`src/rtl/hazard_forward_ctrl.sv`:
```
// Forwarding-select and load-use stall control for the 5-stage pipeline.
// Optional stall counter enabled by defining HAZARD_STALL_COUNT_EN.

module hazard_fwd_lane #(
  parameter int REG_ADDR_W = 5,
  parameter int SEL_W      = 3
) (
  input  logic [REG_ADDR_W-1:0] src,
  input  logic                  srcValid,
  input  logic                  exRegWrite,
  input  logic                  exMemRead,
  input  logic [REG_ADDR_W-1:0] exWriteReg,
  input  logic                  memRegWrite,
  input  logic [REG_ADDR_W-1:0] memWriteReg,
  output logic [SEL_W-1:0]      nextSel,
  output logic                  loadHit
);
  logic exHit, memHit;

  // $0 is hardwired; it never has a producer worth forwarding.
  assign exHit  = srcValid && (src != '0) && exRegWrite  && (exWriteReg  == src);
  assign memHit = srcValid && (src != '0) && memRegWrite && (memWriteReg == src);

  // Youngest producer wins; WB producers are served by the register file.
  assign nextSel = exHit ? SEL_W'(1) : (memHit ? SEL_W'(2) : '0);
  assign loadHit = exHit && exMemRead;
endmodule

module hazard_forward_ctrl #(
  parameter int REG_ADDR_W = 5,
  parameter int SEL_W      = 3
) (
  input  logic                  Clk,
  input  logic                  Reset,
  input  logic [REG_ADDR_W-1:0] IfId_Rs,
  input  logic [REG_ADDR_W-1:0] IfId_Rt,
  input  logic                  IfId_UsesRt,
  input  logic                  Id_RegWrite,
  input  logic                  Id_MemRead,
  input  logic [REG_ADDR_W-1:0] Id_WriteReg,
  input  logic                  Flush,
`ifdef HAZARD_STALL_COUNT_EN
  output logic [15:0]           StallCount,
`endif
  output logic [SEL_W-1:0]      FwdSelA,
  output logic [SEL_W-1:0]      FwdSelB,
  output logic                  Stall
);
  localparam int NUM_LANES = 2;

  typedef struct packed {
    logic                  regWrite;
    logic                  memRead;
    logic [REG_ADDR_W-1:0] writeReg;
  } exShadowT;

  // Nothing downstream of MEM needs MemRead, and a WB producer never
  // changes a select, so the later shadow stages keep only what matters.
  typedef struct packed {
    logic                  regWrite;
    logic [REG_ADDR_W-1:0] writeReg;
  } memShadowT;

  exShadowT  exSh;
  memShadowT memSh;

  logic [NUM_LANES-1:0][REG_ADDR_W-1:0] laneSrc;
  logic [NUM_LANES-1:0]                 laneValid;
  logic [NUM_LANES-1:0][SEL_W-1:0]      laneSel;
  logic [NUM_LANES-1:0]                 laneLoadHit;
  logic [NUM_LANES-1:0][SEL_W-1:0]      fwdSel;
  logic                                 bubble;

  assign laneSrc   = {IfId_Rt, IfId_Rs};
  assign laneValid = {IfId_UsesRt, 1'b1};

  for (genvar g = 0; g < NUM_LANES; g++) begin : gLane
    hazard_fwd_lane #(.REG_ADDR_W(REG_ADDR_W), .SEL_W(SEL_W)) uLane (
      .src        (laneSrc[g]),
      .srcValid   (laneValid[g]),
      .exRegWrite (exSh.regWrite),
      .exMemRead  (exSh.memRead),
      .exWriteReg (exSh.writeReg),
      .memRegWrite(memSh.regWrite),
      .memWriteReg(memSh.writeReg),
      .nextSel    (laneSel[g]),
      .loadHit    (laneLoadHit[g])
    );
  end

  // A squashed ID instruction can't create a hazard, so Flush masks Stall.
  assign Stall  = (|laneLoadHit) && !Flush;
  assign bubble = Stall || Flush;

  always_ff @(posedge Clk) begin
    if (Reset) begin
      exSh   <= '0;
      memSh  <= '0;
      fwdSel <= '0;
    end else begin
      memSh  <= '{regWrite: exSh.regWrite, writeReg: exSh.writeReg};
      exSh   <= bubble ? '0 : '{regWrite: Id_RegWrite, memRead: Id_MemRead,
                                writeReg: Id_WriteReg};
      fwdSel <= bubble ? '0 : laneSel;
    end
  end

  assign FwdSelA = fwdSel[0];
  assign FwdSelB = fwdSel[1];

`ifdef HAZARD_STALL_COUNT_EN
  always_ff @(posedge Clk) begin
    if (Reset)
      StallCount <= '0;
    else if (Stall && (StallCount != 16'hFFFF))
      StallCount <= StallCount + 16'd1;
  end
`endif
endmodule

```
`config.mk`:
```
export PLATFORM = sky130hd
export DESIGN_NAME = hazard_forward_ctrl
export DESIGN_NICKNAME = d
export VERILOG_FILES = /design/src/rtl/hazard_forward_ctrl.sv
export SDC_FILE = /design/constraint.sdc
export NUM_CORES = 1
export LEC_CHECK = 0
export ABC_AREA = 1
export CAP_MARGIN = 40
export CORE_MARGIN = 2
export CORE_UTILIZATION = 40
export DETAILED_ROUTE_END_ITERATION = 10
export GPL_TIMING_DRIVEN = 0
export PLACE_DENSITY = 0.79
export SETUP_SLACK_MARGIN = 0.4
export SYNTH_ARGS = -nofsm -noshare
export SYNTH_HDL_FRONTEND = slang
export SYNTH_SLANG_ARGS = --single-unit
```
`constraint.sdc`:
```
create_clock -name Clk -period 1.61 [get_ports Clk]
set_clock_uncertainty 0.15 [all_clocks]
set_input_delay 0.322 -clock Clk [delete_from_list [all_inputs] [get_ports Clk]]
set_output_delay 0.322 -clock Clk [all_outputs]
set_load 0.005 [all_outputs]
```
==> flow_metrics.py <==
metrics = {
    "finish": {
        "num-nets-final": 205,
        "antenna_cells_inserted": 0,
        "areaGrowthSynthToFinish_pct": 51.0,
        "post-route-cell-area_um2": 1380,
        "layout-drive-gt1-share_pct": 34.4,
    },
    "logic_synthesis": {
        "synth_top_cells_by_count": "sky130_fd_sc_hd__nand2_1, sky130_fd_sc_hd__inv_1, sky130_fd_sc_hd__nor2_1",
        "yosys.area_share.adder_pct": 0,
        "synth.cell_area_um2": 913,
        "postSynthAreaPerCell_um2": 6.43,
        "synth-xor-area-share_pct": 2.88,
        "synthCells": 142,
        "synth_seq_cells": 17,
        "yosysSeqAreaShare_pct": 37.3,
        "asyncSetResetFlopFracSynth_pct": 0,
        "synth_top_cells_by_area": "sky130_fd_sc_hd__dfxtp_1, sky130_fd_sc_hd__nand2_1, sky130_fd_sc_hd__inv_1, sky130_fd_sc_hd__nor2_1, sky130_fd_sc_hd__nand3_1",
        "synth_top_area_share_pct": 37.3,
        "mux_share_of_post_synthesis_cell_area_pct": 0,
        "yosysWarnings": 0,
        "synth_ff_type": "sky130_fd_sc_hd__dfxtp_1",
        "synth_area_leader_cell": "sky130_fd_sc_hd__dfxtp_1",
        "synth_compound_gate_area_share_pct": 5.62,
        "synth_simple_gate_area_share_pct": 38.2,
        "yosysMostFrequentCell": "sky130_fd_sc_hd__nand2_1",
        "netlist-cell-type-count": 23,
        "dominant_combinational_cell_family_by_area_after_synthesis": "simple AND/OR/NAND/NOR gates",
        "synth_enable_flop_cells": 0,
    },
    "min_path": {
        "hold_crit_depth": 2,
        "timing.hold.worst.class": "in -> reg",
    },
    "power_and_ir_drop": {
        "switching_power_uw": 238,
        "powerDensity_nw_per_um2": 607,
        "comb_power_share_pct": 18.7,
        "swShare_pct": 28.4,
        "p_clk_share_pct": 28.4,
        "p_leak_nw": 0.691,
        "share_seq_of_total_power_pct": 52.9,
        "internal_power_uw": 599,
        "peakVddDrop_uv": 627,
    },
    "cts": {
        "cts_root_buffer": "sky130_fd_sc_hd__clkbuf_4",
        "clock_tree.htree_level_count": 1,
        "clock_edge_transition_at_the_registers_on_the_reported_setup_and_hold_paths_ps": 110,
        "cts_tree": "done",
        "clock_latency_ps": 300,
        "tritoncts_num_sinks": 17,
        "post_cts_hold_buffer_count": 0,
        "cts_buffer_depth": 2,
        "cts_buffers": 3,
    },
    "floorplan": {
        "core_box_area_um2": 2190,
        "floorplan.rows": 17,
        "die_width_um": 51.8,
        "pin_count": 28,
        "initial_core_util_pct": 41.7,
        "dieHeight_um": 51.8,
        "die_area_um2": 2680,
    },
    "timing": {
        "max_clock_freq_mhz": 514,
        "unrepaired_setup_endpoints_after_global_routing": "yes",
        "finalWorstSetupSlack_ps": -336,
        "drv_slew": 0,
        "finalHoldViolCount": 0,
        "final_period_minus_worst_setup_slack_ps": 1950,
        "setup_viol": 10,
        "layout_worst_path_cycle_share_pct": 121,
    },
    "drt": {
        "detail-route-antenna-nets": 0,
        "detail_route.first_pass.iterations": 4,
        "drt-total-wl_um": 2580,
        "post_drt_wl_per_cell_um": 12.2,
        "post_drt_via_cell_ratio": 4.93,
        "drc": 0,
        "first_iter_violations": 12,
        "routed-via-count": 1040,
    },
    "run": {
        "cap_violations": 0,
    },
    "worst_setup_path": {
        "kind_of_start_point_of_the_critical_path": "flip-flop",
        "timing.critical_path.to_type": "output port",
        "worst_ep_required_time_ps": 1140,
        "arrival_ps": 1470,
        "rr_worst_depth": 12,
        "worst_path_maximum_fanout": 2,
        "setup.worst_path.class": "reg -> out",
    },
    "place": {
        "dp_worst_setup_slack_ps": -927,
        "buffer_ports.inserted": 24,
        "postPlaceCellArea_um2": 1200,
        "dp.final_hpwl_um": 1730,
        "final_replace_weighted_congestion": 0.912,
    },
    "global_routing": {
        "number_of_antenna_violations_at_the_first_check_in_global_routing": 0,
        "grt_start_max_net_pins": 11,
        "grt_use_total_pct": 19.8,
        "grt_first_pass_wirelength_um": 3880,
        "grt_pass1_vias": 952,
        "grt_remaining_overflow": 0,
    },
    "run_status": {
        "outcome": "complete, but fails checks",
        "failed_checks": "setup timing",
    },
}
==> path summary, 6_finish.rpt <==
kind	start	endpoint	slack, ps
hold reg to reg	exSh[2]	memSh[2]	310
setup reg to reg	exSh[3]	exSh[6]	-270
setup / recovery	exSh[3]	Stall	-340
hold / removal	Reset	memSh[4]	240
==> registers in the layout, summed over array words and instances (netlist names) <==
| register | cells |
|---|---|
| FwdSelA | 2 |
| FwdSelB | 2 |
| memSh | 6 |
| exSh | 7 |
==> power groups by stage <==
stage                     logic, mW  clock network (mW)  registers [mW]
final                         0.156               0.237           0.443
after global routing          0.173               0.256           0.444
after CTS                     0.147               0.240           0.441
after detailed placement      0.145                   0           0.451
after global placement        0.140                   0           0.450
after floorplan              0.0747                   0           0.448
==> layout by cell type, fill, tap and decap left out, drive strengths merged <==
master	count
nand2	33
inv	33
nor2	27
buf	18
dfxtp	17
dlygate4sd2	10
nand3	10
clkdlybuf4s50	9
nand4	6
clkbuf	4
a21oi	3
o22ai	2
or2	2
xnor2	2
conb	2
o21ai	1
xor2	1
o211ai	1
a21boi	1
clkinv	1
==> repair_timing <==
item / in CTS / in global routing
setup buffers: 8 / 3
gates resized for setup: 44 / 22
pin swaps: 7 / 9
gates cloned: 1 / 0
endpoints found under the setup margin: 16 / 15
==> through the flow <==
step / util [%] / hold WS [ps] / TNS (ps) / cells / power (mW)
after floorplan: - / 284 / 0 / 143 / 0.522
after global routing: 62.9 / 260 / -3070 / 211 / 0.873
after CTS: 59.3 / 247 / -2760 / 208 / 0.829
after detailed placement: 54.6 / 316 / -3800 / 195 / 0.595
after global placement: 54.6 / 304 / -3480 / 195 / 0.590
final: 62.9 / 243 / -2520 / 211 / 0.837
==> kinds of logic after synthesis <==
group                  Yosys count
buffers and inverters           36
AND/OR/NAND/NOR                 77
AO/OA/AOI/OAI                    8
flip-flops                      17
XOR/XNOR                         3
other                            1
==> final cells by class <==
type                            instances  area [um2]
Sequential cell                        17         350
Fill cell                             187         812
Tap cell                               28        35.0
Multi-Input combinational cell         91         492
Inverter                               33         124
Clock buffer                            3        22.5
Clock inverter                          1        5.00
Buffer                                  3        18.8
Timing Repair Buffer                   35         332
==> metal layers <==
metal | global-route usage [%] | vias to the layer above | wire length, um
li1 | - | 509 | -
met1 | 22.5 | 469 | 972
met2 | 35.0 | 44 | 1300
met3 | 2.01 | 18 | 137
met4 | 12.7 | 0 | 161
met5 | 0 | - | 0
==> critical path, cell delays in order, from the launching register on <==
cell and delay [ps]:
sky130_fd_sc_hd__dfxtp_2 350, sky130_fd_sc_hd__buf_6 120, sky130_fd_sc_hd__nand2_2 50, sky130_fd_sc_hd__nand2_1 50, sky130_fd_sc_hd__nor2_2 170, sky130_fd_sc_hd__nand4_2 170, sky130_fd_sc_hd__a21oi_2 150, sky130_fd_sc_hd__buf_2 120
Note: power is estimated with default switching activity, not from simulation.
